$ cat src/rtl/decode_queue_if.sv
// Handshake and decoded-record bus between an instruction producer, the
// decode queue and the downstream consumer.
interface decode_queue_if #(
  parameter int DEPTH = 4
) ();
  localparam int CNT_W = $clog2(DEPTH) + 1;

  logic              flush;
  logic              in_valid;
  logic              in_ready;
  logic [31:0]       in_inst;
  logic [31:0]       in_pc;
  logic              out_valid;
  logic              out_ready;
  logic [31:0]       out_pc;
  logic [4:0]        out_rs1;
  logic [4:0]        out_rs2;
  logic [4:0]        out_rd;
  logic [4:0]        out_alu_op;
  logic [31:0]       out_imm;
  logic              out_write_reg;
  logic              out_write_mem;
  logic              out_mem_signed;
  logic [2:0]        out_mem_len;
  logic              out_illegal;
  logic [CNT_W-1:0]  count;

  // Producer/consumer side
  modport master (
    output flush, in_valid, in_inst, in_pc, out_ready,
    input  in_ready, out_valid, out_pc, out_rs1, out_rs2, out_rd, out_alu_op,
    input  out_imm, out_write_reg, out_write_mem, out_mem_signed, out_mem_len,
    input  out_illegal, count
  );

  // Queue side
  modport slave (
    input  flush, in_valid, in_inst, in_pc, out_ready,
    output in_ready, out_valid, out_pc, out_rs1, out_rs2, out_rd, out_alu_op,
    output out_imm, out_write_reg, out_write_mem, out_mem_signed, out_mem_len,
    output out_illegal, count
  );
endinterface

$ cat src/rtl/decode_queue.sv
// RV32I(+M) decoder feeding a DEPTH-entry FIFO of decoded records.
// Decode happens once at enqueue; the head entry is presented as-is.
module decode_queue #(
  parameter int DEPTH = 4,
  parameter bit EN_M  = 1'b0
) (
  input logic     clk,
  input logic     rst_n,
  decode_queue_if.slave q
);
  localparam int PTR_W = $clog2(DEPTH);
  localparam int CNT_W = PTR_W + 1;
  localparam logic [CNT_W-1:0] FULL = CNT_W'(DEPTH);

  typedef enum logic [4:0] {
    ALU_ADD = 5'd0,  ALU_SUB = 5'd1,  ALU_SLL = 5'd2,  ALU_SLT = 5'd3,
    ALU_SLTU = 5'd4, ALU_XOR = 5'd5,  ALU_SRL = 5'd6,  ALU_SRA = 5'd7,
    ALU_OR = 5'd8,   ALU_AND = 5'd9,  ALU_LUI = 5'd10, ALU_AUIPC = 5'd11,
    ALU_JAL = 5'd12, ALU_JALR = 5'd13,
    ALU_BEQ = 5'd14, ALU_BNE = 5'd15, ALU_BLT = 5'd16, ALU_BGE = 5'd17,
    ALU_BLTU = 5'd18, ALU_BGEU = 5'd19,
    ALU_MUL = 5'd20, ALU_ILLEGAL = 5'd31
  } alu_op_e;

  typedef struct packed {
    logic [31:0] pc;
    alu_op_e     alu_op;
    logic [31:0] imm;
    logic [4:0]  rs1;
    logic [4:0]  rs2;
    logic [4:0]  rd;
    logic        write_reg;
    logic        write_mem;
    logic        mem_signed;
    logic [2:0]  mem_len;
    logic        illegal;
  } entry_t;

  // Register-register and register-immediate ops share the funct3 mapping.
  function automatic alu_op_e base_op(input logic [2:0] f3);
    case (f3)
      3'd0:    base_op = ALU_ADD;
      3'd1:    base_op = ALU_SLL;
      3'd2:    base_op = ALU_SLT;
      3'd3:    base_op = ALU_SLTU;
      3'd4:    base_op = ALU_XOR;
      3'd5:    base_op = ALU_SRL;
      3'd6:    base_op = ALU_OR;
      default: base_op = ALU_AND;
    endcase
  endfunction

  // Access size from funct3[1:0]: byte, half, word as one-hot.
  function automatic logic [2:0] len_of(input logic [1:0] sz);
    case (sz)
      2'd0:    len_of = 3'b001;
      2'd1:    len_of = 3'b010;
      2'd2:    len_of = 3'b100;
      default: len_of = 3'b000;
    endcase
  endfunction

  logic [31:0] inst;
  logic [6:0]  opcode;
  logic [2:0]  f3;
  logic [6:0]  f7;
  logic [31:0] imm_i, imm_s, imm_b, imm_u, imm_j;
  logic        bad;
  entry_t      dec, head, shown;
  entry_t      mem [DEPTH];
  logic [PTR_W-1:0] wr_ptr, rd_ptr;
  logic [CNT_W-1:0] count;
  logic        push, pop;

  assign inst   = q.in_inst;
  assign opcode = inst[6:0];
  assign f3     = inst[14:12];
  assign f7     = inst[31:25];
  assign imm_i  = {{20{inst[31]}}, inst[31:20]};
  assign imm_s  = {{20{inst[31]}}, inst[31:25], inst[11:7]};
  assign imm_b  = {{19{inst[31]}}, inst[31], inst[7], inst[30:25], inst[11:8], 1'b0};
  assign imm_u  = {inst[31:12], 12'h000};
  assign imm_j  = {{11{inst[31]}}, inst[31], inst[19:12], inst[20], inst[30:21], 1'b0};

  // Decode the incoming instruction into a queue record.
  always_comb begin
    // NOTE: every variable gets a default before any branch, so no path can
    // leave one unassigned and infer a latch.
    bad = 1'b0;
    dec = '0;
    dec.pc  = q.in_pc;
    dec.rs1 = inst[19:15];
    dec.rs2 = inst[24:20];
    dec.rd  = inst[11:7];
    case (opcode)
      7'b0110111: begin dec.alu_op = ALU_LUI;   dec.imm = imm_u; dec.write_reg = 1'b1; end
      7'b0010111: begin dec.alu_op = ALU_AUIPC; dec.imm = imm_u; dec.write_reg = 1'b1; end
      7'b1101111: begin dec.alu_op = ALU_JAL;   dec.imm = imm_j; dec.write_reg = 1'b1; end
      7'b1100111: begin
        dec.alu_op = ALU_JALR; dec.imm = imm_i; dec.write_reg = 1'b1;
        bad = (f3 != 3'd0);
      end
      7'b1100011: begin
        dec.imm = imm_b;
        case (f3)
          3'd0:    dec.alu_op = ALU_BEQ;
          3'd1:    dec.alu_op = ALU_BNE;
          3'd4:    dec.alu_op = ALU_BLT;
          3'd5:    dec.alu_op = ALU_BGE;
          3'd6:    dec.alu_op = ALU_BLTU;
          3'd7:    dec.alu_op = ALU_BGEU;
          default: bad = 1'b1;
        endcase
      end
      7'b0000011: begin
        dec.imm = imm_i; dec.write_reg = 1'b1;
        dec.mem_len = len_of(f3[1:0]);
        dec.mem_signed = !f3[2];
        bad = (f3 == 3'd3) || (f3 == 3'd6) || (f3 == 3'd7);
      end
      7'b0100011: begin
        dec.imm = imm_s; dec.write_mem = 1'b1;
        dec.mem_len = len_of(f3[1:0]);
        bad = (f3[2] || f3[1:0] == 2'd3);
      end
      7'b0010011: begin
        dec.imm = imm_i; dec.write_reg = 1'b1;
        dec.alu_op = base_op(f3);
        if (f3 == 3'd1) begin
          bad = (f7 != 7'b0000000);
        end else if (f3 == 3'd5) begin
          if (f7 == 7'b0100000) dec.alu_op = ALU_SRA;
          else bad = (f7 != 7'b0000000);
        end
      end
      7'b0110011: begin
        dec.write_reg = 1'b1;
        case (f7)
          7'b0000000: dec.alu_op = base_op(f3);
          7'b0100000: begin
            if (f3 == 3'd0)      dec.alu_op = ALU_SUB;
            else if (f3 == 3'd5) dec.alu_op = ALU_SRA;
            else                 bad = 1'b1;
          end
          7'b0000001: begin
            if (EN_M) dec.alu_op = alu_op_e'(5'(ALU_MUL) + 5'(f3));
            else      bad = 1'b1;
          end
          default: bad = 1'b1;
        endcase
      end
      default: bad = 1'b1;
    endcase
    if (bad) begin
      dec.alu_op     = ALU_ILLEGAL;
      dec.illegal    = 1'b1;
      dec.write_reg  = 1'b0;
      dec.write_mem  = 1'b0;
      dec.mem_signed = 1'b0;
      dec.mem_len    = 3'b000;
      dec.imm        = '0;
    end
  end

  assign q.out_valid = (count != '0);
  assign q.in_ready  = rst_n && (count != FULL) && !q.flush;
  assign push        = q.in_valid && q.in_ready;
  assign pop         = q.out_valid && q.out_ready;

  // Pointer and occupancy update; reset and flush both empty the queue.
  always_ff @(posedge clk) begin
    // NOTE: sequential state uses non-blocking assignments so every register
    // samples pre-edge values regardless of statement order.
    if (!rst_n || q.flush) begin
      wr_ptr <= '0;
      rd_ptr <= '0;
      count  <= '0;
    end else begin
      if (push) wr_ptr <= wr_ptr + 1'b1;
      if (pop)  rd_ptr <= rd_ptr + 1'b1;
      case ({push, pop})
        2'b10:   count <= count + 1'b1;
        2'b01:   count <= count - 1'b1;
        default: count <= count;
      endcase
    end
  end

  // Entry storage write.
  always_ff @(posedge clk) begin
    // NOTE: storage is not reset; stale entries are never visible because the
    // head is masked whenever the queue is empty.
    if (push) mem[wr_ptr] <= dec;
  end

  assign head  = mem[rd_ptr];
  assign shown = q.out_valid ? head : '0;

  assign q.out_pc         = shown.pc;
  assign q.out_rs1        = shown.rs1;
  assign q.out_rs2        = shown.rs2;
  assign q.out_rd         = shown.rd;
  assign q.out_alu_op     = shown.alu_op;
  assign q.out_imm        = shown.imm;
  assign q.out_write_reg  = shown.write_reg;
  assign q.out_write_mem  = shown.write_mem;
  assign q.out_mem_signed = shown.mem_signed;
  assign q.out_mem_len    = shown.mem_len;
  assign q.out_illegal    = shown.illegal;
  assign q.count          = count;
endmodule

$ cat src/flat_wrapper.sv
// flat-port wrapper written by rule: the top's interface ports become plain ports
module decode_queue_flat 
#(
  parameter int DEPTH = 4,
  parameter bit EN_M  = 1'b0
)
  (clk, rst_n, q_flush, q_in_valid, q_in_inst, q_in_pc, q_out_ready, q_in_ready, q_out_valid, q_out_pc, q_out_rs1, q_out_rs2, q_out_rd, q_out_alu_op, q_out_imm, q_out_write_reg, q_out_write_mem, q_out_mem_signed, q_out_mem_len, q_out_illegal, q_count);
  decode_queue_if #(.DEPTH(DEPTH)) q_i ();
  input logic clk;
  input logic rst_n;
  input wire logic [$bits(q_i.flush)-1:0] q_flush;
  input wire logic [$bits(q_i.in_valid)-1:0] q_in_valid;
  input wire logic [$bits(q_i.in_inst)-1:0] q_in_inst;
  input wire logic [$bits(q_i.in_pc)-1:0] q_in_pc;
  input wire logic [$bits(q_i.out_ready)-1:0] q_out_ready;
  output wire logic [$bits(q_i.in_ready)-1:0] q_in_ready;
  output wire logic [$bits(q_i.out_valid)-1:0] q_out_valid;
  output wire logic [$bits(q_i.out_pc)-1:0] q_out_pc;
  output wire logic [$bits(q_i.out_rs1)-1:0] q_out_rs1;
  output wire logic [$bits(q_i.out_rs2)-1:0] q_out_rs2;
  output wire logic [$bits(q_i.out_rd)-1:0] q_out_rd;
  output wire logic [$bits(q_i.out_alu_op)-1:0] q_out_alu_op;
  output wire logic [$bits(q_i.out_imm)-1:0] q_out_imm;
  output wire logic [$bits(q_i.out_write_reg)-1:0] q_out_write_reg;
  output wire logic [$bits(q_i.out_write_mem)-1:0] q_out_write_mem;
  output wire logic [$bits(q_i.out_mem_signed)-1:0] q_out_mem_signed;
  output wire logic [$bits(q_i.out_mem_len)-1:0] q_out_mem_len;
  output wire logic [$bits(q_i.out_illegal)-1:0] q_out_illegal;
  output wire logic [$bits(q_i.count)-1:0] q_count;
  assign q_i.flush = q_flush;
  assign q_i.in_valid = q_in_valid;
  assign q_i.in_inst = q_in_inst;
  assign q_i.in_pc = q_in_pc;
  assign q_i.out_ready = q_out_ready;
  assign q_in_ready = q_i.in_ready;
  assign q_out_valid = q_i.out_valid;
  assign q_out_pc = q_i.out_pc;
  assign q_out_rs1 = q_i.out_rs1;
  assign q_out_rs2 = q_i.out_rs2;
  assign q_out_rd = q_i.out_rd;
  assign q_out_alu_op = q_i.out_alu_op;
  assign q_out_imm = q_i.out_imm;
  assign q_out_write_reg = q_i.out_write_reg;
  assign q_out_write_mem = q_i.out_write_mem;
  assign q_out_mem_signed = q_i.out_mem_signed;
  assign q_out_mem_len = q_i.out_mem_len;
  assign q_out_illegal = q_i.out_illegal;
  assign q_count = q_i.count;
  decode_queue #(.DEPTH(DEPTH), .EN_M(EN_M)) u_core (.clk(clk), .rst_n(rst_n), .q(q_i));
endmodule
$ cat config.mk
export PLATFORM = sky130hd
export DESIGN_NAME = decode_queue_flat
export DESIGN_NICKNAME = d
export VERILOG_FILES = /design/src/rtl/decode_queue_if.sv /design/src/rtl/decode_queue.sv /design/src/flat_wrapper.sv
export SDC_FILE = /design/constraint.sdc
export NUM_CORES = 1
export LEC_CHECK = 0
export BUFFER_PORTS_ARGS = -buffer_cell sky130_fd_sc_hd__buf_4
export CAP_MARGIN = 20
export CORE_UTILIZATION = 30
export CTS_BUF_LIST = sky130_fd_sc_hd__clkbuf_4
export CTS_CLUSTER_SIZE = 14
export DETAILED_ROUTE_END_ITERATION = 7
export HOLD_SLACK_MARGIN = 0.03
export PLACE_DENSITY = 0.53
export SYNTH_ARGS = -nofsm -noshare
export SYNTH_HDL_FRONTEND = slang
export SYNTH_SLANG_ARGS = --single-unit
$ cat constraint.sdc
create_clock -name clk -period 9.5 [get_ports clk]
set_input_delay 0.475 -clock clk [delete_from_list [all_inputs] [get_ports clk]]
set_output_delay 0.475 -clock clk [all_outputs]
set_load 0.01 [all_outputs]
==> flow_summary.toml <==
[yosys]
synth_async_sr_flop_share_pct = 0
synth_top_area_share_pct = 71.6
synth.largest_area_cell = "edfxtp_1"
synthDistinctLibCells = 58
ys_seq_area_share_pct = 72.8
netlist_area_mm2 = 0.0153
syn_area_per_cell_um2 = 18.9
synthTopCellsByCount = "edfxtp_1 (364), and2_1 (97), mux4_2 (91)"
synth_most_common_cell = "edfxtp_1"
syn_inst = 806
ys_seq_elements = 373
synth_ff_type = "edfxtp_1"
ys.warnings.count = 0
syn_nets = 881
synthTopCellsByArea = "edfxtp_1 (72%), mux4_2 (13%), and2_1 (4.0%), dfxtp_1 (1.2%), a21oi_2 (0.80%)"
synth_edf_count = 364

[worst_setup_path]
endpoint_kind = "primary output"
reg2reg_depth = 4
worst_r2r_endpoint = "u_core.mem[2][13]"
worstPathArrival_ns = 3.99
critPathRequiredTime_ns = 9.03
r2r-start = "u_core.q.count[0]"
rrSetupSlack_ns = 6.44
worst-path-max-fanout = 33
path_class = "flip-flop to primary output"
startpoint_type = "flip-flop"

[outcome]
status = "finished, final reports clean"

[final_layout]
layout.nets = 1161
syn_to_final_growth_pct = 24.5
drive_above_1_share_pct = 39.5

[sta]
finalHoldViolations = 0
slew_headroom_pct = 31.2
clock_skew_ns = 0.0455
timing_max_transition_violations_final = 0
rsz0062_at_grt = "false"
period_needed_ns = 4.46
finalCritPeriodShare_pct = 47.0
max_freq_mhz = 224
tns_ns = 0
fin_hold_ws_ns = 0.161
worstMarginPinSlew_ns = 1.03
setup_viol = 0

[global_routing]
grt_max_degree = 94
grt_pass1_wl_um = 55900
grt_pass1_vias = 9003
grt_antenna_before_repair = 2
gr-total-overflow = 0
grt.total_usage_pct = 14.9

[floorplan]
core_area_mm2 = 0.0502
pin_count = 165
die_y_um = 228
die_area_mm2 = 0.0518
start_util_pct = 30.4
rows = 82
die-width_um = 228

[worst_hold_path]
min_path_type = "input port to flip-flop"
hp-start = "rst_n"
worstHoldEndpoint = "u_core.q.count[0]"
whs_path_depth = 3

[cts]
post_cts_resized = 0
postCtsHoldBufs = 51
cts_setup_buffers = 0
clk_latency_ns = 0.77
path_clk_slew_ns = 0.06
cts_root_buffer = "clkbuf_4"
cts_made_buffers = 101
cts_tree = "yes"
cts_max_level = 3
clock-sinks = 373
cts.path.max_buffers = 3

[detailed_routing]
ant_nets = 0
vias = 8458
drt_iter0_drc = 500
wl_per_cell_um = 20.4
drcViolationCount = 0
drtPass1Iterations = 8
via_per_inst = 4.62
totalWireLength_um = 37400

[pwr]
power_density_mw_per_mm2 = 178
peakVddDrop_mv = 0.0762
p_leak_nw = 6.00

[placement]
dp_hpwl_um = 22200
port-buffer-count = 164
gp_congestion = 0.767

[job]
maxCapViolCount = 0
==> flip-flops by register name (all words and copies together) (netlist names), named ones only <==
name and flops:
u_core.mem 364, u_core.q.count 3, u_core.rd_ptr 2, u_core.wr_ptr 2
==> worst max path at each step <==
stage                     slack, ns      start  cells past startpoint               end
final                          5.04  flip-flop                      5      q_out_imm[7]
after global routing           4.59  flip-flop                      5      q_out_imm[7]
after CTS                      4.71  flip-flop                      5      q_out_imm[7]
after detailed placement       5.65  flip-flop                      5      q_out_imm[7]
after global placement         5.66  flip-flop                      5      q_out_imm[7]
after floorplan                5.64    q_flush                      4  u_core.mem[0][0]
==> layer usage <==
metal	global-route usage (%)	part of all wire, %	wire (µm)	vias up
met3	4.38	6.3	2360	64
met2	24.2	49	18200	268
met1	19.1	43	16100	4299
li1	-	-	-	3827
met4	4.76	1.9	717	0
met5	0	0	0	-
==> stage by stage <==
stage | setup slack [ns] | utilization, % | power [W] | area, µm² | instances
final | 5.04 | 37.9 | 0.00338 | 19000 | 1830
after global placement | 5.66 | 34.3 | 0.00199 | 17200 | 1604
after detailed placement | 5.65 | 34.3 | 0.00199 | 17200 | 1604
after CTS | 4.71 | 37.9 | 0.00345 | 19000 | 1828
after global routing | 4.59 | 37.9 | 0.00354 | 19000 | 1830
after floorplan | 5.64 | - | 0.00191 | 15300 | 806
==> layout by cell type (no fill, tap or decap), drive strengths merged, types with 7 or more instances in the layout <==
cell / netlist / final
clkbuf: 31 / 150
buf: 15 / 172
nor2: 23 / 23
nand2: 27 / 27
clkinv: 0 / 19
nor3: 12 / 12
mux4: 91 / 91
edfxtp: 364 / 364
inv: 15 / 16
a21oi: 29 / 29
dlygate4sd3: 0 / 51
o21ai: 12 / 12
and3: 7 / 7
and2: 97 / 97
dfxtp: 9 / 9
==> power breakdown <==
part           internal (W)  switching, W  total [W]
Combinational     0.0000728     0.0000783   0.000151
Clock              0.000768      0.000641    0.00141
Sequential          0.00181    0.00000456    0.00182
Total               0.00265      0.000724    0.00338
==> cell type report <==
type / instances / area [µm²]
inverters: 15 / 56.3
flip-flops and latches: 373 / 11100
clock inverters: 23 / 144
clock buffers: 150 / 1130
multi-input cells: 372 / 3920
repair buffers: 223 / 1800
diodes: 2 / 5.00
well taps: 672 / 841
fillers: 4759 / 31200
==> logic make-up (layout without fill, tap and decap cells) <==
| family | count (synthesis) | after routing | synth area share (%) |
|---|---|---|---|
| adders and majority gates | 6 | 6 | 0.541 |
| buffers and inverters | 61 | 411 | 1.72 |
| muxes | 92 | 92 | 13.5 |
| DFF | 373 | 373 | 72.8 |
| and+or+nand+nor | 201 | 201 | 7.98 |
| other | 0 | 2 | 0 |
| xor gates and xnor gates | 6 | 6 | 0.344 |
| AOI/OAI and AO/OA | 67 | 67 | 3.16 |
==> critical path, cell delays in order, from the launching register on <==
cell and delay, ns:
dfxtp_4 0.80, buf_4 0.71, buf_4 0.64, mux4_2 0.64
and2_1 0.19, buf_4 0.14
No activity file was read; power rests on OpenSTA's default activity.
